File: src/rtl/instr_pkg.sv
// instr_pkg: definitions shared by the RV32I instruction encoder and decoder.
//   fmt_e        - instruction format selector (R,I,S,B,U,J)
//   OP_*         - commonly used major opcodes
//   IMM_*_MIN/MAX- legal signed immediate ranges per format
//   bswap32      - instruction word to little-endian memory byte order
package instr_pkg;

  typedef enum logic [2:0] {
    FMT_R = 3'd0,
    FMT_I = 3'd1,
    FMT_S = 3'd2,
    FMT_B = 3'd3,
    FMT_U = 3'd4,
    FMT_J = 3'd5
  } fmt_e;

  localparam logic [6:0] OP_LUI    = 7'h37;
  localparam logic [6:0] OP_JAL    = 7'h6F;
  localparam logic [6:0] OP_BRANCH = 7'h63;
  localparam logic [6:0] OP_STORE  = 7'h23;
  localparam logic [6:0] OP_IMM    = 7'h13;
  localparam logic [6:0] OP_OP     = 7'h33;

  // I and S share the 12-bit signed range.
  localparam logic signed [31:0] IMM_IS_MIN = -32'sd2048;
  localparam logic signed [31:0] IMM_IS_MAX =  32'sd2047;
  // B and J offsets are even; max is the largest even value.
  localparam logic signed [31:0] IMM_B_MIN  = -32'sd4096;
  localparam logic signed [31:0] IMM_B_MAX  =  32'sd4094;
  localparam logic signed [31:0] IMM_J_MIN  = -32'sd1048576;
  localparam logic signed [31:0] IMM_J_MAX  =  32'sd1048574;

  function automatic logic [31:0] bswap32(input logic [31:0] w);
    return {w[7:0], w[15:8], w[23:16], w[31:24]};
  endfunction

endpackage

File: src/rtl/instr_pack.sv
// instr_pack: combinational field-to-word packing for RV32I plus legality check.
//   fmt_i    - format (fmt_e encoding)
//   opcode_i, funct3_i, funct7_i, rd_i, rs1_i, rs2_i - instruction fields
//   imm_i    - full 32-bit signed immediate (byte offset / value)
//   word_o   - packed instruction word (bit order as in the ISA, not memory)
//   err_o    - bundle is illegal (immediate out of range / misaligned,
//              bad opcode low bits, or unknown format)
module instr_pack
  import instr_pkg::*;
(
  input  logic [2:0]  fmt_i,
  input  logic [6:0]  opcode_i,
  input  logic [2:0]  funct3_i,
  input  logic [6:0]  funct7_i,
  input  logic [4:0]  rd_i,
  input  logic [4:0]  rs1_i,
  input  logic [4:0]  rs2_i,
  input  logic [31:0] imm_i,
  output logic [31:0] word_o,
  output logic        err_o
);

  logic signed [31:0] w_simm;
  assign w_simm = $signed(imm_i);

  always_comb begin
    word_o = '0;
    err_o  = 1'b0;
    case (fmt_i)
      FMT_R: word_o = {funct7_i, rs2_i, rs1_i, funct3_i, rd_i, opcode_i};
      FMT_I: begin
        word_o = {imm_i[11:0], rs1_i, funct3_i, rd_i, opcode_i};
        err_o  = (w_simm < IMM_IS_MIN) || (w_simm > IMM_IS_MAX);
      end
      FMT_S: begin
        word_o = {imm_i[11:5], rs2_i, rs1_i, funct3_i, imm_i[4:0], opcode_i};
        err_o  = (w_simm < IMM_IS_MIN) || (w_simm > IMM_IS_MAX);
      end
      FMT_B: begin
        word_o = {imm_i[12], imm_i[10:5], rs2_i, rs1_i, funct3_i,
                  imm_i[4:1], imm_i[11], opcode_i};
        err_o  = imm_i[0] || (w_simm < IMM_B_MIN) || (w_simm > IMM_B_MAX);
      end
      FMT_U: begin
        word_o = {imm_i[31:12], rd_i, opcode_i};
        // U carries only the upper 20 bits; any low bits would be lost.
        err_o  = (imm_i[11:0] != 12'd0);
      end
      FMT_J: begin
        word_o = {imm_i[20], imm_i[10:1], imm_i[11], imm_i[19:12], rd_i, opcode_i};
        err_o  = imm_i[0] || (w_simm < IMM_J_MIN) || (w_simm > IMM_J_MAX);
      end
      default: err_o = 1'b1;
    endcase
    if (opcode_i[1:0] != 2'b11) err_o = 1'b1;
  end

endmodule

File: src/rtl/instr_encoder.sv
// instr_encoder: packs RV32I fields into words and streams them, byte-swapped
// to little-endian memory order, to instruction memory at an auto-incrementing
// word address. Two-stage valid/ready pipeline: s1 = encode, s2 = write.
//   clk_i, rst_i                 - clock, synchronous active-high reset
//   in_valid_i / in_ready_o      - field bundle handshake
//   fmt_i..imm_i                 - instruction fields
//   addr_load_i / addr_i         - load word address counter
//   mem_we_o / mem_ready_i       - memory write handshake
//   mem_addr_o / mem_data_o      - write address (counter) and swapped word
//   err_o                        - one-cycle pulse when an illegal bundle drops
//   count_o                      - words written since reset (wraps)
module instr_encoder
  import instr_pkg::*;
#(
  parameter int                ADDR_W    = 32,
  parameter logic [ADDR_W-1:0] BASE_ADDR = '0,
  parameter int                CNT_W     = 16
) (
  input  logic              clk_i,
  input  logic              rst_i,
  input  logic              in_valid_i,
  output logic              in_ready_o,
  input  logic [2:0]        fmt_i,
  input  logic [6:0]        opcode_i,
  input  logic [2:0]        funct3_i,
  input  logic [6:0]        funct7_i,
  input  logic [4:0]        rd_i,
  input  logic [4:0]        rs1_i,
  input  logic [4:0]        rs2_i,
  input  logic [31:0]       imm_i,
  input  logic              addr_load_i,
  input  logic [ADDR_W-1:0] addr_i,
  output logic              mem_we_o,
  input  logic              mem_ready_i,
  output logic [ADDR_W-1:0] mem_addr_o,
  output logic [31:0]       mem_data_o,
  output logic              err_o,
  output logic [CNT_W-1:0]  count_o
);

  logic [31:0]       w_word;
  logic              w_err;
  logic              w_s2_adv, w_s1_adv, w_in_xfer, w_wr_xfer, w_s1_to_s2;

  logic              r_s1_valid, r_s1_err;
  logic [31:0]       r_s1_word;
  logic              r_s2_valid;
  logic [31:0]       r_s2_data;
  logic              r_err;
  logic [ADDR_W-1:0] r_addr;
  logic [CNT_W-1:0]  r_count;

  instr_pack u_pack (
    .fmt_i   (fmt_i),
    .opcode_i(opcode_i),
    .funct3_i(funct3_i),
    .funct7_i(funct7_i),
    .rd_i    (rd_i),
    .rs1_i   (rs1_i),
    .rs2_i   (rs2_i),
    .imm_i   (imm_i),
    .word_o  (w_word),
    .err_o   (w_err)
  );

  // An errored s1 entry drains without waiting on s2, so a stalled memory
  // never blocks the error pulse.
  assign w_s2_adv   = !r_s2_valid || mem_ready_i;
  assign w_s1_adv   = r_s1_valid && (r_s1_err || w_s2_adv);
  assign w_s1_to_s2 = w_s1_adv && !r_s1_err;
  assign in_ready_o = !r_s1_valid || w_s1_adv;
  assign w_in_xfer  = in_valid_i && in_ready_o;
  assign w_wr_xfer  = r_s2_valid && mem_ready_i;

  always_ff @(posedge clk_i) begin
    if (rst_i) begin
      r_s1_valid <= 1'b0;
      r_s1_err   <= 1'b0;
      r_s1_word  <= '0;
    end else if (w_in_xfer) begin
      r_s1_valid <= 1'b1;
      r_s1_err   <= w_err;
      r_s1_word  <= w_word;
    end else if (w_s1_adv) begin
      r_s1_valid <= 1'b0;
    end
  end

  always_ff @(posedge clk_i) begin
    if (rst_i) begin
      r_s2_valid <= 1'b0;
      r_s2_data  <= '0;
      r_err      <= 1'b0;
    end else begin
      r_err <= w_s1_adv && r_s1_err;
      if (w_s2_adv) r_s2_valid <= w_s1_to_s2;
      // Data only changes when a new word enters; held through stalls and idle.
      if (w_s1_to_s2) r_s2_data <= bswap32(r_s1_word);
    end
  end

  always_ff @(posedge clk_i) begin
    if (rst_i) begin
      r_addr  <= BASE_ADDR;
      r_count <= '0;
    end else begin
      // Load beats a coincident write; that write already used the old address.
      if (addr_load_i)    r_addr <= addr_i & ~ADDR_W'(3);
      else if (w_wr_xfer) r_addr <= r_addr + ADDR_W'(4);
      if (w_wr_xfer) r_count <= r_count + CNT_W'(1);
    end
  end

  assign mem_we_o   = r_s2_valid;
  assign mem_data_o = r_s2_data;
  assign mem_addr_o = r_addr;
  assign err_o      = r_err;
  assign count_o    = r_count;

endmodule
File: config.mk
export PLATFORM = sky130hd
export DESIGN_NAME = instr_encoder
export DESIGN_NICKNAME = d
export VERILOG_FILES = /design/src/rtl/instr_pkg.sv /design/src/rtl/instr_pack.sv /design/src/rtl/instr_encoder.sv
export SDC_FILE = /design/constraint.sdc
export NUM_CORES = 1
export LEC_CHECK = 0
export CAP_MARGIN = 10
export CORE_MARGIN = 3
export CORE_UTILIZATION = 49
export DETAILED_ROUTE_END_ITERATION = 12
export HOLD_SLACK_MARGIN = 0.03
export PLACE_DENSITY = 0.88
export RECOVER_POWER = 50
export SYNTH_ARGS = -nofsm -noshare
export SYNTH_HDL_FRONTEND = slang
export SYNTH_SLANG_ARGS = --single-unit
File: constraint.sdc
create_clock -name clk_i -period 4.6 [get_ports clk_i]
set_clock_uncertainty 0.1 [all_clocks]
set_input_delay 0.92 -clock clk_i [delete_from_list [all_inputs] [get_ports clk_i]]
set_output_delay 0.92 -clock clk_i [all_outputs]
set_load 0.005 [all_outputs]
# Word-level counts from Yosys, hierarchy flattened
# Index checks and enable logic that the tools add are counted.
# totals
regBits	116
inputBits	104
out_inout_bits	83
word_cells	52
# op_classes
n_mux	7
n_reduce_logical	22
eq_ne	6
addsub	2
magnitude_cmp	6
# op_table
cell	n
32-bit one-hot mux with 6 select lines	1
32-bit 2-to-1 mux	2
32-bit by 3-bit adder with 32-bit output, second input constant	1
32-bit by 12-bit greater-than comparator with 1-bit output, second input constant	1
32-bit by 13-bit greater-than comparator with 1-bit output, second input constant	1
32-bit by 21-bit greater-than comparator with 1-bit output, second input constant	1
32-bit by 12-bit less-than comparator with 1-bit output, second input constant	1
32-bit by 13-bit less-than comparator with 1-bit output, second input constant	1
32-bit by 21-bit less-than comparator with 1-bit output, second input constant	1
16-bit by 1-bit adder with 16-bit output, second input constant	1
12-bit nonzero test	1
1-bit logical OR	8
3-bit by 2-bit == test with 1-bit output, second input constant	2
3-bit == test, second input constant	2
1-bit logical AND	5
1-bit one-hot mux with 5 select lines	1
2-bit nonzero test	2
2-bit OR reduction	2
3-bit by 1-bit == test with 1-bit output, second input constant	1
1-bit zero test	3
3-bit zero test	1
1-bit 2-to-1 mux	3
2-bit != test, second input constant	1

# Longest topological paths before layout
# depth
word_depth	7
depth_mapped	7
depth_no_buf	6

# Hierarchy
# A second synthesis with hierarchy kept.
# hier_totals
hier_cells	745
area_unflattened_um2	5694.2
# by_module_without_submodules
module	seq_area_each_um2	area_each_um2	n_inst	cells_per_inst
instr_encoder	2282.2	4822.1	1	596
instr_pack	0.0	872.1	1	149

# Least setup slack after synthesis
# Ideal clock, no wire load.
# synth_path
path_kind	in2out
startpoint	input port mem_ready_i
endpoint	output port in_ready_o
path_stages	1
t_required_ps	3580
path_slack_ps	2428
arrival_ps	1152
n_path_buf	0
cell_sequence	nand4bb_1
# synth_via
elab_chain_len	4
# synth_lines
element	line_no	rtl
from (decl)	instr_encoder.sv:34	input logic mem_ready_i,
1-bit logical OR	instr_encoder.sv:68	assign w_s2_adv = !r_s2_valid || mem_ready_i;
1-bit logical OR	instr_encoder.sv:69	assign w_s1_adv = r_s1_valid && (r_s1_err || w_s2_adv);
1-bit logical AND	instr_encoder.sv:69	
1-bit logical OR	instr_encoder.sv:71	assign in_ready_o = !r_s1_valid || w_s1_adv;
to (decl)	instr_encoder.sv:22	output logic in_ready_o,
# No other way between the ends.

# Worst setup path in the final report
# Same ends and word-level chain as after synthesis.

==> metrics.cfg <==
[yosys]
synth-edff-count=0
synthDistinctLibCells=46
synth-seq-cells=114
async_flop_share_pct=0
synth_area_leaders=dfxtp_1 43%, nand2_1 7.3%, a21oi_1 5.6%
synth_top_family_by_area=simple AND/OR/NAND/NOR gates
yosys_most_used_dff=dfxtp_1
synth_xor_area_share_pct=5.89
synth_top_area_share_pct=42.6
yosys_warnings=0
ys_seq_area_share_pct=42.6
synthMuxAreaShare_pct=1.33
synth_compound_area_share_pct=17.7
synth-simple-area-share_pct=27.3
synthAdderAreaFrac_pct=0.467
yosysTopAreaCell=dfxtp_1
netlist_area_sq_um=5360
synthCells=657
syn_area_per_cell_sq_um=8.15

[place]
io_buffers=182
hpwl_mm=11.8
gp_congestion=0.882

[timing]
min_period_ns=3.34
final.setup.tns_ns=0
setup_viol=0
worstMarginPinSlew_ns=2.28
slew_viol_final=115
max_slew_margin_pct=-52.0
hold_viol_final=0
fin_crit_sh_pct=72.6
timing.fmax_mhz=299
rsz0062_at_grt=no

[job]
maxCapViolCount=1

[worst_setup_path]
critPathCaptureType=output pin
crit_type=primary input to output pin
crit_fanout=6
r2r_cells=4
r2r-start=mem_we_o
crit_arrival_ns=2.32
worstSetupStartpointType=primary input
rrSetupSlack_ns=2.39
required_ns=3.58
r2r-end=r_s1_word[16]

[floorplanning]
rows=37
fp.dieW_um=111
die_y_um=111
num_io_pins=187
initial_core_util_pct=51.2
core_sq_um=10500
die_area_sq_um=12200

[route]
vias=5483
drt_wl_total_mm=16.6
dr.pass1.iters=5
final_antenna_net_count=0
drtIter0Drc=427
wl_per_cell_um=17.2
viasPerCell=5.68
drc=0

[clocking]
cts_resized=0
ctsHoldBuffers=0
numClockSinks=114
cts_buffers=17
clockBufferDepth=2
clkTransAtPathRegs_ns=0.06
clock_latency_ns=0.51
cts_setup_buffers=0
cts_tree=done
cts_htree_levels=4
root_buffer=clkbuf_8

[final_layout]
final_common_cell=clkdlybuf4s50_1
area.growth.synth_to_final_pct=45.2
drive_above_1_share_pct=6.76
antennaDiodeCount=0
most-common-layout-cells=151 x clkdlybuf4s50_1, 114 x dfxtp_1, 104 x nand2_1, 65 x nor2_1, 60 x a21oi_1
final_nets=922

[power_and_ir_drop]
peakVddDrop_v=0.000206
p_leak_nw=2.73
p_per_area_nw_per_um2=343
power.total_mw=2.67

[grt]
grt_usage_pct=26.5
overflow=0
grt_pass1_wl_mm=26.7
grt_max_degree=115
grt_pass1_vias=5397
antenna_found_initial=0

[min_path]
hold_path.class=flop to flop
worstHoldStart=r_s1_word[6]
hold_depth=2
holdPathEnd=r_s1_word[6]

[outcome]
violations=max-capacitance violations, max-slew violations
outcome=finished with violations

## where the power goes
group          switching (mW)  total (mW)  internal (mW)
registers              0.0401        1.07           1.03
clock network           0.494        1.26          0.768
logic                   0.150       0.330          0.180
total                   0.684        2.67           1.98
## kinds of logic (layout without fill, tap and decap cells)
kind of cell,Yosys count,in the layout
buf+inv,58,229
other cells,1,2
flops,114,114
fa+ha+maj,2,2
mux,7,7
compound gates,147,147
simple gates,292,292
xor+xnor,36,36
## Yosys cell counts, types with 13 or more instances
library cell,n
a211oi_1,19
a21oi_1,60
a221oi_1,18
a22oi_1,13
clkbuf_1,36
dfxtp_1,114
nand2_1,104
nand3_1,19
nand4_1,16
nor2_1,65
nor3_1,32
o21ai_0,19
xnor2_1,31
## per-stage QoR
| stage | util (%) | cells | hold WS (ns) | instance area, sq um | setup slack, ns |
|---|---|---|---|---|---|
| floorplan | - | 658 | 0.327 | 5360 | 2.43 |
| global placement | 68.6 | 932 | 0.337 | 7170 | 1.26 |
| detailed placement | 68.6 | 932 | 0.344 | 7170 | 1.28 |
| CTS | 74.1 | 964 | 0.353 | 7750 | 1.26 |
| global route | 74.3 | 965 | 0.371 | 7770 | 1.23 |
| finish | 74.3 | 965 | 0.351 | 7770 | 1.26 |
## routing by layer
metal  vias up  track usage, %  part of all wire (%)
met5         -               0                     0
met4         0            10.3                   2.6
met3        35            6.96                   6.5
met2       225            44.4                    49
met1      2544            32.6                    42
li1       2679               -                     -
## worst max-delay path: stages
cell	delay, ns
clkdlybuf4s50_1	0.59
nand4bb_1	0.27
clkdlybuf4s50_1	0.54
## worst max path at each step
| stage | startpoint | to | slack [ns] | cells past startpoint |
|---|---|---|---|---|
| final | mem_ready_i | in_ready_o | 1.26 | 3 |
| after global routing | mem_ready_i | in_ready_o | 1.23 | 3 |
| after detailed placement | mem_ready_i | in_ready_o | 1.28 | 3 |
| after floorplan | mem_ready_i | in_ready_o | 2.43 | 1 |
| after global placement | mem_ready_i | in_ready_o | 1.26 | 3 |
| after CTS | mem_ready_i | in_ready_o | 1.26 | 3 |
## registers in the layout, summed over array words and instances, names as in the netlist
name and flops:
err_o 1, count_o 16, r_s1_word 32, mem_we_o 1
mem_addr_o 30, r_s1_valid 1, mem_data_o 32, r_s1_err 1
## area by class of cell
class                           instances  area [sq um]
Clock buffer                           20           455
Clock inverter                         12           121
Fill cell                             779          2690
Inverter                               10          37.5
Multi-Input combinational cell        486          2830
Sequential cell                       114          2280
Tap cell                              136           170
Timing Repair Buffer                  187          1870
Power figures use the tool's default switching activity.
